<file path="config.mk">
export PLATFORM = sky130hd
export DESIGN_NAME = divider_slice
export DESIGN_NICKNAME = d
export VERILOG_FILES = /design/src/rtl/divider_pkg.sv /design/src/rtl/divider_slice_core.sv /design/src/rtl/divider_slice.sv
export SDC_FILE = /design/constraint.sdc
export NUM_CORES = 1
export LEC_CHECK = 0
export CORE_AREA = 2 2 39 41
export CTS_BUF_LIST = sky130_fd_sc_hd__clkbuf_16
export DETAILED_ROUTE_END_ITERATION = 16
export DIE_AREA = 0 0 41 43
export MAX_ROUTING_LAYER = met4
export PLACE_DENSITY = 0.62
export SLEW_MARGIN = 20
export SYNTH_ARGS = -nofsm -noshare
export SYNTH_HDL_FRONTEND = slang
export SYNTH_SLANG_ARGS = --single-unit
</file>
<file path="constraint.sdc">
create_clock -name clk -period 1 [get_ports clk]
set_clock_uncertainty 0.05 [all_clocks]
set_input_delay 0.2 -clock clk [delete_from_list [all_inputs] [get_ports clk]]
set_output_delay 0.2 -clock clk [all_outputs]
set_load 0.02 [all_outputs]
</file>
<file path="src/rtl/divider_pkg.sv">
// Shared definitions for the pipelined restoring divider: datapath sizing and
// the stage-to-stage bundle used by the chain-level wrapper.
package divider_pkg;

  localparam int unsigned MAX_DATAPATH = 64;
  localparam int unsigned MAX_DIVISOR  = 32;

  function automatic int unsigned datapath_len(input int unsigned dividendlen,
                                               input int unsigned divisorlen);
    return dividendlen + divisorlen - 1;
  endfunction

  // Sized for the widest supported chain; narrower chains use the low bits.
  typedef struct packed {
    logic                    valid;
    logic [MAX_DATAPATH-1:0] rem;
    logic [MAX_DIVISOR-1:0]  div;
    logic [MAX_DATAPATH-1:0] quo;
  } stage_t;

endpackage

</file>
<file path="src/rtl/divider_slice_core.sv">
// Combinational compare-and-subtract for one restoring-division step:
// align the divisor to bit SHIFT, subtract it if it fits, flag quotient bit SHIFT.
module divider_slice_core
  import divider_pkg::*;
#(
  parameter int unsigned SHIFT       = 2,
  parameter int unsigned DIVIDENDLEN = 3,
  parameter int unsigned DIVISORLEN  = 2,
  localparam int unsigned DATAPATHLEN = datapath_len(DIVIDENDLEN, DIVISORLEN)
) (
  input  logic [DATAPATHLEN-1:0] din_i,
  input  logic [DIVISORLEN-1:0]  divisor_i,
  output logic [DATAPATHLEN-1:0] quo_o,
  output logic [DATAPATHLEN-1:0] rem_o,
  output logic [DIVISORLEN-1:0]  div_o
);

  logic [DATAPATHLEN-1:0] d_al;
  logic                   fit;

  // SHIFT+DIVISORLEN never exceeds DATAPATHLEN, so the aligned divisor is exact.
  always_comb begin
    d_al        = DATAPATHLEN'(divisor_i) << SHIFT;
    fit         = (din_i >= d_al);
    rem_o       = fit ? (din_i - d_al) : din_i;
    quo_o       = '0;
    quo_o[SHIFT] = fit;
    div_o       = divisor_i;
  end

endmodule

</file>
<file path="src/rtl/divider_slice.sv">
// One registered pipeline stage of the restoring divider: the combinational
// step followed by a 1-cycle output register with asynchronous clear.
module divider_slice
  import divider_pkg::*;
#(
  parameter int unsigned SHIFT       = 2,
  parameter int unsigned DIVIDENDLEN = 3,
  parameter int unsigned DIVISORLEN  = 2,
  localparam int unsigned DATAPATHLEN = datapath_len(DIVIDENDLEN, DIVISORLEN)
) (
  input  logic                   clk,
  input  logic                   rst_n,
  input  logic                   valid_in,
  input  logic [DATAPATHLEN-1:0] din,
  input  logic [DIVISORLEN-1:0]  divisor,
  output logic                   valid_out,
  output logic [DATAPATHLEN-1:0] quotient,
  output logic [DATAPATHLEN-1:0] dout,
  output logic [DIVISORLEN-1:0]  divout
);

  logic [DATAPATHLEN-1:0] quo_d, rem_d;
  logic [DIVISORLEN-1:0]  div_d;
  logic                   valid_q;
  logic [DATAPATHLEN-1:0] quo_q, rem_q;
  logic [DIVISORLEN-1:0]  div_q;

  divider_slice_core #(
    .SHIFT       (SHIFT),
    .DIVIDENDLEN (DIVIDENDLEN),
    .DIVISORLEN  (DIVISORLEN)
  ) u_core (
    .din_i     (din),
    .divisor_i (divisor),
    .quo_o     (quo_d),
    .rem_o     (rem_d),
    .div_o     (div_d)
  );

  // Data loads every cycle; consumers qualify it with valid_out.
  always_ff @(posedge clk or negedge rst_n) begin
    if (!rst_n) begin
      valid_q <= 1'b0;
      quo_q   <= '0;
      rem_q   <= '0;
      div_q   <= '0;
    end else begin
      valid_q <= valid_in;
      quo_q   <= quo_d;
      rem_q   <= rem_d;
      div_q   <= div_d;
    end
  end

  assign valid_out = valid_q;
  assign quotient  = quo_q;
  assign dout      = rem_q;
  assign divout    = div_q;

endmodule

</file>
==> results of run 1 <==
-- path summary, 6_finish.rpt --
check	from	endpoint	slack, ps	cells past startpoint
worst max-delay path	din[2]	dout[3]	-300	7
worst min-delay path	divisor[0]	divout[0]	80	1
max in group asynchronous	rst_n	divout[1]	450	1
min in group asynchronous	rst_n	valid_out	200	1
-- timing repair --
action,CTS,global route
endpoints found under the setup margin,11,5
pin swaps,1,0
endpoints found under the hold margin,0,0
resized for setup,49,6
setup buffers,0,1
-- registers in the layout, summed over array words and instances (netlist names) --
register / flops
valid_out: 1
divout: 2
quotient: 1
dout: 4
-- report_power, final --
part	total (W)	internal, W	switching, W
Clock	0.000647	0.000513	0.000134
Combinational	0.000202	0.0000970	0.000105
Sequential	0.000358	0.000351	0.00000696
Total	0.00121	0.000961	0.000246
-- worst max-delay path, stage by stage --
cell and delay (ps):
buf_8 110, inv_12 40, ha_4 110, inv_2 30, fa_2 370, a31oi_4 190
mux2_4 310
-- cells by family after synthesis --
family / count (synthesis)
and+or+nand+nor: 1
muxes: 2
buffers and inverters: 7
AOI/OAI and AO/OA: 1
other: 1
DFF: 8
adders and majority gates: 3
-- layer usage --
layer	up-vias	global-route usage (%)	part of all wire, %	routed length [µm]
li1	103	-	-	-
met1	103	6.23	32	217
met2	20	14.7	50	340
met3	3	3.66	16	112
met4	0	8.00	2.2	15
met5	-	-	0	0
-- layout make-up --
class	instances	area, µm²	area share, %
clock buffers	3	75.1	12.5
multi-input cells	10	128	21.2
inverters	4	27.5	4.57
repair buffers	18	151	25.2
well taps	16	20.0	3.33
flip-flops and latches	8	200	33.3
-- cell usage after synthesis --
cell and instances:
conb_1 1, nor2_2 1, inv_1 4, ha_1 2
a31oi_4 1, buf_4 3, fa_1 1, mux2i_1 1
dfrtp_1 8, mux2_4 1
-- stage by stage --
| stage | hold slack [ps] | util [%] |
|---|---|---|
| final | 80.5 | 43.5 |
| after global routing | 85.2 | 43.5 |
| after CTS | 79.7 | 41.8 |
| after detailed placement | 444 | 39.0 |
| after global placement | 428 | 39.0 |
| after floorplan | -146 | - |
==> results.ini, run 1 <==
[drt]
drcViolationCount=0
via_per_inst=3.88
drt_iter0_drc=1
totalWireLength_um=686
ant_nets=0
vias=229
drtPass1Iterations=2
wl_per_cell_um=11.6

[timing]
hold_violations=0
rsz0062_at_grt=yes
finalCritPeriodShare_pct=130
drv_slew=0
setup_viol=3
fin_ws_ps=-304
fin_tns_setup_ps=-706
timing.fmax_mhz=767
period_minus_slack_ps=1300

[final_layout]
instances_no_fill=59
stdcell_area_um2=602
n_antenna_cell=0
fillers=137
drive_above_1_share_pct=60.5
final_cell_mix=dfrtp_1, buf_2, clkdlybuf4s50_1
area_growth_pct=77.5
fin_nets=57
final_common_cell=dfrtp_1

[yosys]
synth_area_leaders=dfrtp_1, ha_1, buf_4
syn_area_um2=339
synth.distinct_cells=10
ys_seq_elements=8
synth_mux_area_share_pct=7.38
synthCells=23
synth_top_family_by_area=adder cells
synth_compound_area_share_pct=6.27
synth_xor_area_share_pct=0
seq_area_frac_synth_pct=59.0
synth-simple-area-share_pct=1.85
ys_warn_count=0
synth_adder_area_share_pct=13.3
synth_top_area_cell=dfrtp_1
avgSynthCellArea_um2=14.7
synth_top_area_share_pct=59.0

[clock_network]
cts_inserted_buffers=3
cts_tree=done
htreeDepth=1
cts_sinks=8
postCtsHoldBufs=0
clk_pin_slew_worst_paths_ps=30
clk_path_buf_depth=2
root_buffer=clkbuf_16

[floorplan]
die_width_um=41
dieHeight_um=43
core-area_um2=1380
start_util_pct=24.5
rows=14
ios=20
die_area_um2=1760

[place]
pre_cts_ws_ps=-1070
port-buffer-count=16
placedCellCount=55
placed_area_um2=539
gp_congestion=0.647
hpwl_um=573

[global_routing]
grt_overflow=0
grt_util_all_layers_pct=8.80
grt_start_max_net_pins=9
first_global_vias=254
grt_first_pass_wirelength_um=938
antenna_found_initial=0

[worst_setup_path]
critPathKind=in2reg
crit_required_ps=1060
arrival_ps=1360
end_kind=flop
cp_max_fo=2
crit_path_start_kind=primary input

[power_and_ir_drop]
peakVddDrop_uv=618
leakage_nw=0.278
powerDensity_nw_per_um2=2010
finalPower_w=0.00121

[status]
failed_checks=setup timing
status=finished, violations left

[worst_hold_path]
hp-class=in2reg

[flow_run]
maxCapViolations=0

Power figures use the tool's default switching activity.
==> run 2, diff against run 1 <==
--- a/config.mk
+++ b/config.mk
@@ -15,3 +15,4 @@
 export SYNTH_ARGS = -nofsm -noshare
 export SYNTH_HDL_FRONTEND = slang
 export SYNTH_SLANG_ARGS = --single-unit
+export TNS_END_PERCENT = 50
==> run 2 against run 1 <==
The flow still finishes with violations (setup timing). Worst setup slack unchanged. Final cell count unchanged. Cell area decreased by 2.1%. Routed wire length increased by 0.44%. Clock-buffer cell count unchanged. Non-clock buffer count unchanged. Via count unchanged. Flip-flop and latch count unchanged. Global-route usage unchanged. Hold slack about the same. Critical path type unchanged.
==> results.ini, run 2 (same netlist as run 1, synthesis figures left out) <==
[status]
status=finished, violations left
failed_checks=setup timing

[final_layout]
largest_reg_flops=4
drive_above_1_share_pct=60.5
fin_nets=57
final_util_pct=42.6
area_growth_pct=73.8
final_cell_mix=buf_2, dfrtp_1, clkdlybuf4s50_1
final_common_cell=buf_2
n_antenna_cell=0

[clock_network]
cts_inserted_buffers=3
clk_path_buf_depth=2
clk_pin_slew_worst_paths_ps=30
root_buffer=clkbuf_16
cts_sinks=8
htreeDepth=1
cts_tree=done
postCtsHoldBufs=0

[worst_hold_path]
hp-class=in2reg
worst_hold_startpoint=divisor[0]
hold_end=divout[0]
hold_depth=1

[drt]
drt_iter0_drc=1
drcViolationCount=0
drtPass1Iterations=2
ant_nets=0
vias=229
via_per_inst=3.88
wl_per_cell_um=11.7
totalWireLength_um=689

[timing]
drv_slew=0
timing.fmax_mhz=767
finalCritPeriodShare_pct=130
hold_ws_ps=80.5
rsz0062_at_grt=yes
period_minus_slack_ps=1300
hold_violations=0
fin_tns_setup_ps=-706
fin_ws_ps=-304
setup_viol=3

[power_and_ir_drop]
comb_power_share_pct=16.4
sw_frac_of_total_pct=20.4
peakVddDrop_uv=618
powerDensity_nw_per_um2=2040
p_switching_w=0.000245
finalPower_w=0.00120
p_int_w=0.000956
leakage_nw=0.274
seqPwrFrac_pct=29.7
p_clk_share_pct=53.9

[worst_setup_path]
crit_required_ps=1060
cp_max_fo=2
crit_path_start_kind=primary input
path_cells=buf_8 > inv_12 > ha_4 > inv_2 > fa_2 > a31oi_4 > mux2_4
cpPeakStageDelay_ps=370
startpoint=din[2]
critPathKind=in2reg
end_kind=flop
slowest_stage=fa_2
arrival_ps=1360

[floorplan]
die_width_um=41
core-area_um2=1380
ios=20
dieHeight_um=43
die_area_um2=1760
rows=14
start_util_pct=24.5

[global_routing]
grt_start_max_net_pins=9
grt_util_all_layers_pct=8.80
grt_first_pass_wirelength_um=938
grt_overflow=0
antenna_found_initial=0
first_global_vias=254

[place]
gp_congestion=0.647
port-buffer-count=16
pre_cts_ws_ps=-1070
hpwl_um=573

[flow_run]
maxCapViolations=0

## run 2: cell counts in the layout (fill, tap and decap cells not counted)
No cell type changed its count.
## run 2: timing repair
| action | 4_1_cts | 5_1_grt |
|---|---|---|
| endpoints found under the hold margin | 0 | 0 |
| setup buffers | 0 | 1 |
| pin swaps | 1 | 0 |
| resized for setup | 49 | 2 |
| endpoints found under the setup margin | 11 | 5 |
## run 2: layout make-up
type,instances,area [µm²]
Fill cell,140,795
Sequential cell,8,200
Timing Repair Buffer,18,139
Multi-Input combinational cell,10,128
Clock buffer,3,75.1
Inverter,4,27.5
Tap cell,16,20.0
## run 2: worst max-delay path by stage
stage	endpoint	slack, ps	cells past startpoint
finish	dout[3]	-300	7
global route	dout[3]	-330	7
CTS	dout[3]	-310	7
detailed placement	dout[2]	-1070	8
global placement	dout[3]	-1020	7
floorplan	dout[3]	-420	6
## run 2: routing by layer
| metal | routed length [µm] | vias to the layer above | GRT usage (%) |
|---|---|---|---|
| li1 | - | 103 | - |
| met1 | 224 | 103 | 6.23 |
| met3 | 108 | 3 | 3.66 |
| met2 | 339 | 20 | 14.7 |
| met4 | 15 | 0 | 8.00 |
| met5 | 0 | - | - |
## run 2: power groups by stage
stage / Combinational (W) / Sequential [W] / Clock, W
6_report: 0.000197 / 0.000357 / 0.000647
5_1_grt: 0.000215 / 0.000358 / 0.000674
3_5_place_dp: 0.000213 / 0.000362 / 0
3_3_place_gp: 0.000208 / 0.000360 / 0
4_1_cts: 0.000190 / 0.000357 / 0.000658
2_1_floorplan: 0.0000765 / 0.000395 / 0
## run 2: stage by stage
| stage | instances | area, µm² |
|---|---|---|
| floorplan | 25 | 374 |
| detailed placement | 55 | 539 |
| CTS | 58 | 578 |
| global placement | 55 | 539 |
| finish | 59 | 589 |
| global route | 59 | 589 |
## run 2: critical path: cells and delay by family
| kind | cells | cell delay, ps |
|---|---|---|
| multiplexers | 1 | 310 |
| buffers and inverters | 3 | 180 |
| AO/OA/AOI/OAI | 1 | 190 |
| adder cells (fa/ha/maj) | 2 | 480 |
==> RTL edit (flow settings as in run 2) <==
Register the inputs `valid_in`, `din` and `divisor` before use. The logic sees them one clock later.
--- a/src/rtl/divider_slice.sv
+++ b/src/rtl/divider_slice.sv
@@ -19,6 +19,16 @@
   output logic [DIVISORLEN-1:0]  divout
 );
 
+  logic valid_r;
+  logic [DATAPATHLEN-1:0] din_q;
+  logic [DIVISORLEN-1:0] divisor_q;
+
+  always_ff @(posedge clk) begin
+    valid_r   <= valid_in;
+    din_q     <= din;
+    divisor_q <= divisor;
+  end
+
   logic [DATAPATHLEN-1:0] quo_d, rem_d;
   logic [DIVISORLEN-1:0]  div_d;
   logic                   valid_q;
@@ -30,8 +40,8 @@
     .DIVIDENDLEN (DIVIDENDLEN),
     .DIVISORLEN  (DIVISORLEN)
   ) u_core (
-    .din_i     (din),
-    .divisor_i (divisor),
+    .din_i     (din_q),
+    .divisor_i (divisor_q),
     .quo_o     (quo_d),
     .rem_o     (rem_d),
     .div_o     (div_d)
@@ -45,7 +55,7 @@
       rem_q   <= '0;
       div_q   <= '0;
     end else begin
-      valid_q <= valid_in;
+      valid_q <= valid_r;
       quo_q   <= quo_d;
       rem_q   <= rem_d;
       div_q   <= div_d;
Formal check against the unedited RTL: not equivalent (Yosys sat finds a counterexample within 4 cycles, from zero or initial values and one cycle with rst_n low).
==> RTL edit against run 2 <==
Sequential cell count rose by 7. Wire length shrank 16%. Critical path type is now flop to flop. Area after synthesis rose by 41%. Global-route usage rose by 0.74 points. Largest cell class unchanged. Worst setup slack worse by 240 ps. Total power is 33% higher. Cell area increased by 25%. Clock power increased by 17%. The flow still finishes with violations (negative setup slack).
==> RTL edit: results (changes against run 2) <==
| Metric | Value |
|---|---|
| CTS H-tree lvls | 1 (unchanged) |
| Input/output buffers | 16 (unchanged) |
| Initial antenna violation count | 0 (unchanged) |
| Synth Flop Type | dfrtp_1 |
| Worst r2r src | din_q[2] |
| Vias in the first global route | 228 (-10%) |
| R2R Path End | dout[3] |
| Clock transition at path regs | 50 ps (+20 ps) |
| Mux cell area share after synthesis | 5.22% (-2.2 points) |
| CTS Buf Count | 3 (unchanged) |
| Clock Tree Buf Depth | 2 (unchanged) |
| Post-Synth XOR/XNOR Area | 0% (unchanged) |
| Setup Buffers After CTS | 0 (unchanged) |
| Post-synth top cells | 8 x dfrtp_1, 7 x dfxtp_1, 4 x inv_1 |
| Synth Area in Adders | 9.40% (-3.9 points) |
| Clk Latency, worst-skew pair | roughly 240 ps |
| Avg Cell Area, Syn | 16.0 um^2 (+8.4%) |
| Status | finished, violations left |
| Hold WS | 175 ps (+94.7 ps) |
| Worst Path Max Fanout | 2 (unchanged) |
| Hold crit path type | primary input to asynchronous set/reset pin |
| Worst endpoint data arrival time | 1620 ps (+260 ps) |
| Final nets | 63 (+11%) |
| Layout cells sized above 1 | 44.0% (-16 points) |
| Reg2Reg Depth | 6 |
| Post-route insts no fill | 66 (+12%) |
| Setup tns final | -1410 ps (-706 ps) |
| GRT met2 Usage | 11.6% (-3.1 points) |
| LEAKAGE | 0.334 nW (+22%) |
| Placer congestion estimate | 0.647 (+0.14%) |
| Max stage delay on crit path | about 360 ps |
| Final worst slack | -544 ps (-240 ps) |
| Met1 usage | 10.2% (+4.0 points) |
| Worst VDD drop | 1.45 mV (+130%) |
| DR vias | 247 (+7.9%) |
| Violated checks | negative setup slack |
| Total track usage | 9.54% (+0.74 points) |
| # diodes | 0 (unchanged) |
| DRT iter0 DRCs | 1 (unchanged) |
| Share of flip-flops with an asynchronous set or reset | 53.3% (-47 points) |
| Drt wl/cell | 8.79 um (-25%) |
| Met3 Resource Use GR | 6.28% (+2.6 points) |
| Clock Tree Root | clkbuf_16 |
| Syn. warnings | 0 (unchanged) |
| Sequential area share after synthesis | 71.0% (+12 points) |
| Crit path max-delay family | adder cells |
| Pre-CTS WS | -531 ps (+538 ps) |
| Worst path slowest cell | fa_2 |
| Pre-antenna DRT Iters | 2 (unchanged) |
| Compound-gate portion of the synthesized area | 4.44% (-1.8 points) |
| Pin count of the biggest net entering global routing | 10 (+1) |
| Synth cell types | 11 (+1) |
| Inst Count DP | 62 (+13%) |
| Final setup vio count | 3 (unchanged) |
| Dpl cell area | 654 um^2 (+21%) |
| Area contributors post-synth | dfrtp_1 42%, dfxtp_1 29%, ha_1 5.2%, buf_4 4.7%, a31oi_4 4.4% |
| First-pass GRT wire length | 966 um (+3.0%) |
RTL edit: cell count changes in the layout (fill, tap and decap cells not counted), moves of 2 or more:
cell             before  now
buf_6                 1    5
inv_1                 0    2
clkdlybuf4s50_1       4    8
buf_2                 9    4
dfxtp_1               0    5
dfxtp_2               0    2
RTL edit: worst register-to-register path: stages, from the launching register on:
cell and delay [ps]:
dfxtp_2 310, inv_2 60, ha_4 120, inv_2 30
fa_2 360, a31oi_4 190, mux2_4 310
RTL edit: repair_timing:
action | 4_1_cts | 5_1_grt
endpoints found under the setup margin | 11 | 11
resized for setup | 36 | 11
pin swaps | 0 | 2
cloned | 0 | 0
RTL edit: how the worst max path moves through the flow:
stage                    to     start  cells after the start
floorplan           dout[3]  din_q[2]                      6
global placement    dout[3]  din_q[2]                      6
detailed placement  dout[3]  din_q[2]                      6
CTS                 dout[3]  din_q[2]                      6
global route        dout[3]  din_q[2]                      6
finish              dout[3]  din_q[2]                      6
RTL edit: kinds of logic (layout without fill, tap and decap cells):
logic type,after synthesis,count (layout)
DFF,15,15
buffers and inverters,7,25
adders and majority gates,3,3
muxes,2,2
other,1,3
AOI/OAI and AO/OA,1,1
and+or+nand+nor,1,1
RTL edit: per-layer routing:
layer | part of all wire, % | vias up
li1 | - | 123
met1 | 41 | 111
met2 | 47 | 13
met3 | 13 | 0
met4 | 0 | 0
met5 | 0 | -
RTL edit: layout make-up:
class                           count  area (um^2)
Clock buffer                        3         75.1
Clock inverter                      1         5.00
Fill cell                         128          646
Inverter                            4         15.0
Multi-Input combinational cell     10          124
Sequential cell                    15          343
Tap cell                           16         20.0
Timing Repair Buffer               17          156
RTL edit: power by group:
part	total, mW	internal, mW	switching, mW	leakage (nW)
clock	0.756	0.532	0.224	0.0409
combinational	0.183	0.0955	0.0876	0.142
sequential	0.662	0.646	0.0162	0.151
